[src/rtl/instruction_sequencer.sv]
// Multi-cycle control FSM for the 16-bit datapath: fetch/decode/execute sequencing,
// datapath select and write-enable generation, flag register and branch resolution.
module instruction_sequencer (
  input  logic        clock,
  input  logic        reset,
  input  logic [15:0] memoryData,
  input  logic [4:0]  aluFlags,
  output logic [15:0] instruction,
  output logic        blockRamWriteEnable,
  output logic        registerFileWriteEnable,
  output logic [1:0]  integerTypeSelectionLine,
  output logic        reg2OrImmediateSelectionLine,
  output logic        pcOrRegisterSelectionLine,
  output logic        addressFromRegOrDecoderSelectionLine,
  output logic        writeBackToRegRamOrALUSelectionLine,
  output logic        pcOrAluOutputRamReadSelectionLine,
  output logic [15:0] decoderRamWriteAddress,
  output logic        pcWriteEnable,
  output logic [1:0]  pcSourceSelect,
  output logic [4:0]  flags,
  output logic        halted
);

  localparam int unsigned DATA_W = 16;
  localparam int unsigned FLAG_W = 5;
  localparam int unsigned F_C    = 4;
  localparam int unsigned F_L    = 3;
  localparam int unsigned F_Z    = 1;
  localparam int unsigned F_N    = 0;

  typedef enum logic [2:0] {
    S_FETCH, S_DECODE, S_EXECUTE, S_MEMWAIT, S_HALT
  } state_t;

  typedef enum logic [2:0] {
    K_RALU, K_IALU, K_LOAD, K_STOR, K_JUMP, K_BRANCH, K_HALT, K_NOP
  } kind_t;

  typedef struct packed {
    logic       bram_we;
    logic       rf_we;
    logic [1:0] int_sel;
    logic       imm_sel;
    logic       reg1_sel;
    logic       addr_sel;
    logic       wb_sel;
    logic       pc_addr_sel;
    logic       pc_we;
    logic [1:0] pc_src;
    logic       halted;
  } ctrl_t;

  function automatic kind_t decode_kind(input logic [DATA_W-1:0] ir);
    kind_t k;
    case (ir[15:12])
      4'b0000: k = K_RALU;
      4'b0100: begin
        case (ir[7:4])
          4'b0000: k = K_LOAD;
          4'b0100: k = K_STOR;
          4'b1100: k = K_JUMP;
          default: k = K_NOP;
        endcase
      end
      4'b1100: k = K_BRANCH;
      4'b1110: k = K_HALT;
      default: k = K_IALU;
    endcase
    return k;
  endfunction

  function automatic logic cond_met(input logic [3:0] cond, input logic [FLAG_W-1:0] f);
    logic r;
    case (cond)
      4'b0000: r = f[F_Z];
      4'b0001: r = ~f[F_Z];
      4'b0010: r = f[F_C];
      4'b0011: r = ~f[F_C];
      4'b0100: r = f[F_L];
      4'b0101: r = ~f[F_L];
      4'b0110: r = f[F_N];
      4'b0111: r = ~f[F_N];
      4'b1110: r = 1'b1;
      default: r = 1'b0;
    endcase
    return r;
  endfunction

  // ADD, SUB and CMP (register or immediate form) are the only flag writers.
  function automatic logic sets_flags(input logic [DATA_W-1:0] ir);
    logic [3:0] code;
    code = (ir[15:12] == 4'b0000) ? ir[7:4] : ir[15:12];
    return (code == 4'b0101) || (code == 4'b1001) || (code == 4'b1011);
  endfunction

  state_t              state, state_nxt;
  logic                started;
  logic [DATA_W-1:0]   instr_nxt;
  logic [FLAG_W-1:0]   flags_nxt;
  ctrl_t               ctrl, ctrl_nxt;
  kind_t               kind_nxt;

  // Outputs are registered from the next state so they line up with the state they describe.
  always_comb begin
    state_nxt = state;
    instr_nxt = instruction;
    flags_nxt = flags;
    ctrl_nxt  = '0;
    kind_nxt  = K_NOP;

    case (state)
      S_FETCH:   state_nxt = started ? S_DECODE : S_FETCH;
      S_DECODE: begin
        instr_nxt = memoryData;
        state_nxt = S_EXECUTE;
      end
      S_EXECUTE: begin
        if (sets_flags(instruction)) flags_nxt = aluFlags;
        case (decode_kind(instruction))
          K_LOAD:  state_nxt = S_MEMWAIT;
          K_HALT:  state_nxt = S_HALT;
          default: state_nxt = S_FETCH;
        endcase
      end
      S_MEMWAIT: state_nxt = S_FETCH;
      S_HALT:    state_nxt = S_HALT;
      default:   state_nxt = S_FETCH;
    endcase

    kind_nxt = decode_kind(instr_nxt);
    case (state_nxt)
      S_FETCH: ctrl_nxt.pc_addr_sel = 1'b1;
      S_EXECUTE: begin
        case (kind_nxt)
          K_RALU, K_IALU: begin
            ctrl_nxt.reg1_sel = 1'b1;
            ctrl_nxt.wb_sel   = 1'b1;
            ctrl_nxt.addr_sel = 1'b1;
            ctrl_nxt.rf_we    = 1'b1;
            ctrl_nxt.pc_we    = 1'b1;
            if (kind_nxt == K_IALU) begin
              ctrl_nxt.imm_sel = 1'b1;
              // Logical immediates (op 1..3) zero-extend, arithmetic ones sign-extend.
              ctrl_nxt.int_sel = (instr_nxt[15:14] == 2'b00) ? 2'b10 : 2'b01;
            end
          end
          K_STOR: begin
            ctrl_nxt.bram_we = 1'b1;
            ctrl_nxt.pc_we   = 1'b1;
          end
          K_BRANCH: begin
            ctrl_nxt.pc_we  = 1'b1;
            ctrl_nxt.pc_src = cond_met(instr_nxt[11:8], flags) ? 2'b01 : 2'b00;
          end
          K_JUMP: begin
            ctrl_nxt.pc_we  = 1'b1;
            ctrl_nxt.pc_src = cond_met(instr_nxt[11:8], flags) ? 2'b10 : 2'b00;
          end
          K_NOP:   ctrl_nxt.pc_we = 1'b1;
          default: ctrl_nxt = '0;
        endcase
      end
      S_MEMWAIT: begin
        ctrl_nxt.addr_sel = 1'b1;
        ctrl_nxt.rf_we    = 1'b1;
        ctrl_nxt.pc_we    = 1'b1;
      end
      S_HALT:  ctrl_nxt.halted = 1'b1;
      default: ctrl_nxt = '0;
    endcase
  end

  // State, instruction, flag and control registers.
  always_ff @(posedge clock or negedge reset) begin
    if (!reset) begin
      state       <= S_FETCH;
      started     <= 1'b0;
      instruction <= '0;
      flags       <= '0;
      ctrl        <= '0;
    end else begin
      state       <= state_nxt;
      started     <= 1'b1;
      instruction <= instr_nxt;
      flags       <= flags_nxt;
      ctrl        <= ctrl_nxt;
    end
  end

  assign blockRamWriteEnable                  = ctrl.bram_we;
  assign registerFileWriteEnable              = ctrl.rf_we;
  assign integerTypeSelectionLine             = ctrl.int_sel;
  assign reg2OrImmediateSelectionLine         = ctrl.imm_sel;
  assign pcOrRegisterSelectionLine            = ctrl.reg1_sel;
  assign addressFromRegOrDecoderSelectionLine = ctrl.addr_sel;
  assign writeBackToRegRamOrALUSelectionLine  = ctrl.wb_sel;
  assign pcOrAluOutputRamReadSelectionLine    = ctrl.pc_addr_sel;
  assign pcWriteEnable                        = ctrl.pc_we;
  assign pcSourceSelect                       = ctrl.pc_src;
  assign halted                               = ctrl.halted;
  assign decoderRamWriteAddress               = DATA_W'(instruction[11:8]);

endmodule
[config.mk]
export PLATFORM = sky130hd
export DESIGN_NAME = instruction_sequencer
export DESIGN_NICKNAME = d
export VERILOG_FILES = /design/src/rtl/instruction_sequencer.sv
export SDC_FILE = /design/constraint.sdc
export NUM_CORES = 1
export LEC_CHECK = 0
export CAP_MARGIN = 20
export CELL_PAD_IN_SITES_DETAIL_PLACEMENT = 1
export CELL_PAD_IN_SITES_GLOBAL_PLACEMENT = 1
export CORE_MARGIN = 1
export CORE_UTILIZATION = 32
export CTS_CLUSTER_SIZE = 40
export DETAILED_ROUTE_END_ITERATION = 7
export PLACE_DENSITY_LB_ADDON = 0.1
export SETUP_SLACK_MARGIN = 0.2
export SLEW_MARGIN = 25
export SYNTH_ARGS = -nofsm -noshare
export SYNTH_HDL_FRONTEND = slang
export SYNTH_SLANG_ARGS = --single-unit
[constraint.sdc]
create_clock -name clock -period 2.5 [get_ports clock]
set_input_delay 0.375 -clock clock [delete_from_list [all_inputs] [get_ports clock]]
set_output_delay 0.375 -clock clock [all_outputs]
set_load 0.1 [all_outputs]
# Yosys cells after proc, flatten, opt, wreduce, memory -nomap -nowiden
# Index checks and enable logic that the tools add are counted.
# word_totals
ff_bits	38
latchBits	0
ramBits	0
mem_bits_ro	0
out_inout_bits	50
elab_cells	100
n_memories	0
# classes
addsub	0
n_mul	0
div_mod_pow	0
n_lt_le_gt_ge	0
eq_ne	34
shift	0
n_mux	32
n_bitwise	4
n_reduce_logical	14
# op_table
operator	count
$eq 4x3->1 const B	9
$eq 4x4->1 const B	9
$pmux 3 s4	3
$logic_not 4->1	5
$eq 3x3->1 const B	6
$pmux 3 s3	2
$mux 16	1
$eq 3x2->1 const B	5
$mux 1	12
$logic_not 3->1	3
$pmux 1 s9	1
$eq 4x2->1 const B	2
$mux 4	2
$mux 7	1
$eq 3x1->1 const B	2
$mux 2	3
$mux 3	2
$pmux 1 s2	3
$pmux 3 s2	1
$reduce_or 6->1	1
$eq 4x1->1 const B	1
$not 1->1	4
$pmux 2 s2	1
$logic_not 2->1	1
other kinds (3)	4

# Depth between registers and ports, before layout
# depth
ltp_word	12
ltp_mapped	7
depth_no_buf	6

# Worst setup path before layout
# OpenSTA, ideal clock, no wires.
# synth_timing
path_type	register -> register
startpoint	register instruction[14]
endpoint	register ctrl (netlist bit pcSourceSelect[0])
setup_ps	95
t_arrival_ps	2306
path_slack_ps	99
path_stages_with_launch	6
n_path_buf	0
path_cell_list	dfrtp_1 or4b_1 a311oi_1 a21oi_1 o211a_1 nor4b_2
# synth_lines
item	line	text
start: declaration	8	output logic [15:0] instruction,
start signal: assignment	184	instruction <= instr_nxt;
end signal: assignment	186	ctrl <= ctrl_nxt;
end: declaration	100	ctrl_t ctrl, ctrl_nxt;

==> flow_metrics.py <==
metrics = {
    "run_status": {
        "status": "complete, no violations",
    },
    "clock_network": {
        "cts_tree": "yes",
        "cts_root_buf": "clkbuf_8",
        "clockBufferDepth": 2,
        "cts_buffers": 5,
        "clk_latency_ps": 290,
        "cts.sinks": 36,
        "clkTransAtPathRegs_ps": 70,
        "cts_hold_buf": 0,
        "htree_levels": 2,
        "cts_resized": 0,
        "postCtsSetupBuffers": 0,
    },
    "worst_setup_path": {
        "startpoint": "memoryData[12]",
        "r2r_start": "state[2]",
        "crit_fanout": 7,
        "required_ps": 2690,
        "critPathArrivalTime_ps": 2380,
        "end_kind": "register",
        "startpoint_type": "input port",
        "worstSetupPathType": "in2reg",
        "worstRegToRegCells": 5,
    },
    "synthesis": {
        "synthesis.instances": 199,
        "ys_seq_elements": 36,
        "synthSimpleGateAreaFrac_pct": 25.7,
        "synth_ff_type": "dfrtp_1",
        "synth_compound_area_share_pct": 10.3,
        "yosys_warnings": 0,
        "synth_edf_count": 0,
        "yosys.area_share.adder_pct": 0,
        "synthMuxAreaShare_pct": 5.03,
        "syn_avg_cell_area_um2": 9.38,
        "synth-xor-area-share_pct": 0,
        "yosysUniqueCellTypes": 43,
        "yosysSeqAreaShare_pct": 48.3,
        "synth_top_family_by_area": "simple AND/OR/NAND/NOR gates",
        "synth_area_um2": 1870,
        "async_flop_share_pct": 100,
    },
    "global_route": {
        "grt_max_degree": 37,
        "grt_pass1_wl_um": 8050,
        "grt_pass1_vias": 1567,
        "grtUsageTotal_pct": 17.3,
        "overflow": 0,
        "antenna_found_initial": 0,
    },
    "layout": {
        "regArea_um2": 907,
        "multi_input_area_um2": 816,
        "area_growth_pct": 32.1,
        "final_common_cell": "buf_4",
        "nNetsFinal": 283,
        "layout_common_cells": "44 x buf_4, 43 x nand2_1, 31 x dfrtp_1",
        "diodes": 0,
        "fillers": 682,
        "layout-drive-gt1-share_pct": 27.2,
    },
    "sta": {
        "skew_ps": 5.22,
        "setup_viol": 0,
        "relSlewSlack_pct": 45.5,
        "final.setup.worst_slack_ps": 308,
        "rsz0062_at_grt": "no",
        "post-route-min-period_ps": 2190,
        "fin_setup_tns_ps": 0,
        "tightest_slew_ps": 818,
        "fmax_mhz": 456,
        "maxSlewViolCount": 0,
        "finalCritPeriodShare_pct": 87.7,
        "hold_violations": 0,
    },
    "floorplan": {
        "num_rows": 27,
        "io_pins": 73,
        "die-width_um": 78.4,
        "core_area_um2": 5570,
        "start_util_pct": 33.5,
        "die-height_um": 78.4,
        "dieArea_um2": 6140,
    },
    "detailed_routing": {
        "drt_iter0_markers": 41,
        "vias_per_cell": 4.74,
        "ant_nets": 0,
        "vias": 1579,
        "dr.pass1.iters": 4,
        "wl_per_cell_um": 14.6,
        "drt-total-wl_um": 4870,
        "drc": 0,
    },
    "worst_hold_path": {
        "hold_path_class": "in2async",
    },
    "job": {
        "max_cap_violations": 0,
    },
    "place": {
        "globalplace.congestion": 0.803,
        "dp_slack_ps": 28.2,
        "portBuffers": 60,
        "dp_hpwl_um": 3690,
    },
}
==> registers in the layout, summed over array words and instances, names as in the netlist, 2 cells and up <==
name / flops
instruction: 16
flags: 5
state: 3
integerTypeSelectionLine: 2
pcSourceSelect: 2
==> stage by stage <==
stage | hold slack, ps | util [%] | area, um2 | std cells
final | 177 | 44.2 | 2470 | 333
after global routing | 224 | 44.2 | 2470 | 333
after CTS | 203 | 44.2 | 2470 | 333
after detailed placement | 468 | 42.8 | 2380 | 325
after global placement | 474 | 42.8 | 2380 | 325
after floorplan | 79.4 | - | 1910 | 210
==> metal layers <==
metal | track usage [%] | wire [um] | share of wire (%)
met5 | 0 | 0 | 0
met4 | 5.00 | 42 | 0.86
met3 | 4.53 | 236 | 4.8
met2 | 26.5 | 2260 | 46
met1 | 23.9 | 2330 | 48
==> cells by family (layout without fill, tap and decap cells) <==
family,count (synthesis),count (layout)
other cells,2,13
compound gates,31,31
mux,8,8
flops,36,36
buf+inv,30,81
simple gates,92,92
==> cells in the mapped netlist, types with 2 or more instances <==
cell | number | area, um2
o21ai_0 | 8 | 40.0
or4b_1 | 2 | 20.0
a21oi_1 | 7 | 35.0
nor3b_1 | 4 | 30.0
or2b_2 | 2 | 17.5
nor2b_1 | 2 | 12.5
nand3b_1 | 3 | 22.5
mux2_2 | 7 | 78.8
nand2_1 | 43 | 161
or4_1 | 2 | 15.0
inv_1 | 7 | 26.3
nor3_1 | 10 | 50.1
clkbuf_1 | 2 | 7.51
conb_1 | 2 | 7.51
a31oi_1 | 5 | 31.3
nor2_1 | 10 | 37.5
dfrtp_1 | 36 | 901
nand3_1 | 4 | 20.0
buf_4 | 18 | 135
o22ai_1 | 2 | 12.5
==> critical path, stage by stage <==
cell	delay, ps
clkdlybuf4s50_1	440
or4b_1	610
a31oi_1	230
a21oi_1	120
o211a_1	340
nor3b_1	260
==> area by class of cell <==
| cell class | instances | area share [%] |
|---|---|---|
| sequential | 36 | 36.8 |
| timing repair buffer | 66 | 22.1 |
| tap | 72 | 3.65 |
| inverter | 7 | 1.07 |
| clock buffer | 7 | 3.09 |
| clock inverter | 1 | 0.203 |
| multi-input combinational | 144 | 33.1 |
==> worst paths after layout <==
check,end,slack (ps)
setup / recovery,integerTypeSelectionLine[0],310
hold / removal,flags[0],180
setup reg to reg,pcSourceSelect[1],340
hold reg to reg,instruction[3],480
max in group asynchronous,instruction[12],1750
min in group clock,instruction[3],480
Power is not shown: default switching activity piles up to over one toggle a cycle in this logic, so the estimate is an artifact.
==> patch: new RTL, same settings <==
Register the output `decoderRamWriteAddress`, without a reset; this adds one clock of latency there. The other outputs are not delayed to match.
--- a/src/rtl/instruction_sequencer.sv
+++ b/src/rtl/instruction_sequencer.sv
@@ -200,3 +200,5 @@
   assign halted                               = ctrl.halted;
-  assign decoderRamWriteAddress               = DATA_W'(instruction[11:8]);
+  always_ff @(posedge clock) begin
+    decoderRamWriteAddress <= DATA_W'(instruction[11:8]);
+  end
 
Formal check against the unedited RTL: not equivalent (a bounded check fails within 4 cycles, from zero or initial values and one cycle with reset low).
==> patch against the original RTL <==
- cell count increased by 1.2%
- wire length increased by 3.9%
- final area increased by 4.1%
- die area increased by 2.6%
- count of clock-buffer cells in the layout increased by 1
- utilization increased by 1.3 points
- sequential share of layout area increased by 1.7 points
- global-route usage increased by 0.22 points
- sequential cell count increased by 4
- synthesized area increased by 2.7%
- critical path depth unchanged
- setup slack improved by 45 ps
- largest cell class unchanged
- highest routed layer unchanged
Power is left out: the tool's default activity adds up to more than one toggle a clock period on the data nets, which glitch-free logic cannot reach.
==> patch: results (changes against the original RTL) <==
| Metric | Value |
|---|---|
| Nets | 287 (+1.4%) |
| Setup Buffers After CTS | 0 (unchanged) |
| YS warnings | 0 (unchanged) |
| Largest registers | instruction (16), flags (5), decoderRamWriteAddress (4) |
| Status | finished, final reports clean |
| Avg WL per Cell | 15.0 um (+2.6%) |
| Max-slew violations | 0 (unchanged) |
| Post_cts resized | 0 (unchanged) |
| Cell family with the largest share of critical-path delay | simple AND/OR/NAND/NOR gates |
| Max Cap Viol | 0 (unchanged) |
| Slowest cell delay on critical path | 630 ps (+20 ps) |
| Layout cells sized above 1 | 27.5% (+0.34 points) |
| Register area share after synthesis | 51.2% (+2.9 points) |
| CTS root buffer | clkbuf_8 |
| Tot GR Track Use | 17.5% (+0.22 points) |
| Port Buf Inserts | 60 (unchanged) |
| Initial DRC Count | 105 (+160%) |
| ANT cells | 0 (unchanged) |
| Placed Cells | 329 (+1.2%) |
| Pre-CTS setup slack | 62.9 ps (+34.7 ps) |
| Critical Path Start | memoryData[12] |
| Post-Route WL | 5.06 mm (+3.9%) |
| WP data arrival | 2350 ps (-30 ps) |
| Vias per inst | 4.88 (+2.9%) |
| Clock Skew | 6.59 ps (+1.37 ps) |
| Worst hold slack | 178 ps (+1.09 ps) |
| CTS HTree Levels | 2 (unchanged) |
| Skew-Pair Late Insertion Delay | 290 ps (about the same) |
| Detail Placement HPWL | 3.73 mm (+1.2%) |
| Clock buffer depth | 2 (unchanged) |
| Number of fill cells in the layout | 676 (-0.88%) |
| Period minus WS final | 2150 ps (-45.3 ps) |
| Post-synthesis mux area share | 4.90% (-0.13 points) |
| Syn avg cell area | 9.63 sq um (+2.7%) |
| Prevailing post-synth register cell | dfrtp_1 |
| Worst Tran Pin Value | 822 ps (+4.60 ps) |
| XOR/XNOR share of the synthesized area | 0% (unchanged) |
| Largest net degree at the start of global routing | 37 (unchanged) |
| Register clock-pin slew on the reported worst setup and hold paths | 70 ps (about the same) |
| Area contributors post-synth | dfrtp_1 47%, nand2_1 8.4%, buf_4 5.5% |
| Cts bufs inserted | 5 (unchanged) |
| First-pass GRT wire length | 8.38 mm (+4.0%) |
| Post-synthesis adder-cell area fraction | 0% (unchanged) |
| Synth top cells by count | 43 x nand2_1, 36 x dfrtp_1, 14 x buf_4 |
| Dpl cell area | 0.00246 sq mm (+3.4%) |
| GPL Wtd Cong | 0.787 (-1.9%) |
| Library cells used by synthesis | 44 (+2.3%) |
| R2R Path Start | state[2]$_DFF_PN0_ |
| Number of global-route vias before repair | 1621 (+3.4%) |
| Compound-Gate Fraction of Synth Area | 10.1% (-0.27 points) |
| Async SR Flop Fraction | 90.0% (-10 points) |
| Initial antenna violation count | 0 (unchanged) |
| R2R Setup Slk | 410 ps (+70 ps) |
| Worst setup path end | pcSourceSelect[0]$_DFF_PN0_ |
| Reg2Reg Capture Point | pcSourceSelect[1]$_DFF_PN0_ |
| First drt pass iteration count | 4 (unchanged) |
| Worst min path class | in2async |
| Crit-path max FO | 7 (unchanged) |
patch: cell count changes after synthesis, sizes merged:
cell | unedited run | this run
buf | 20 | 16
dfxtp | 0 | 4
patch: logic make-up after synthesis:
logic type / Yosys count
flip-flops: 40
other: 2
buffers and inverters: 26
AO/OA/AOI/OAI: 31
multiplexers: 8
AND/OR/NAND/NOR: 92
patch: cell type report:
cell class                 count  area, sq um  share of cell area, %
clock buffer                   8         90.1                   3.51
inverter                       7         26.3                   1.02
multi-input combinational    144          828                   32.3
sequential                    40          987                   38.5
tap                           72         90.1                   3.51
timing repair buffer          66          546                   21.2
patch: layer usage:
layer	global-route usage, %	part of all wire, %
met5	0	0
met2	27.5	47
met4	6.00	1.6
met1	23.5	46
met3	4.11	4.6
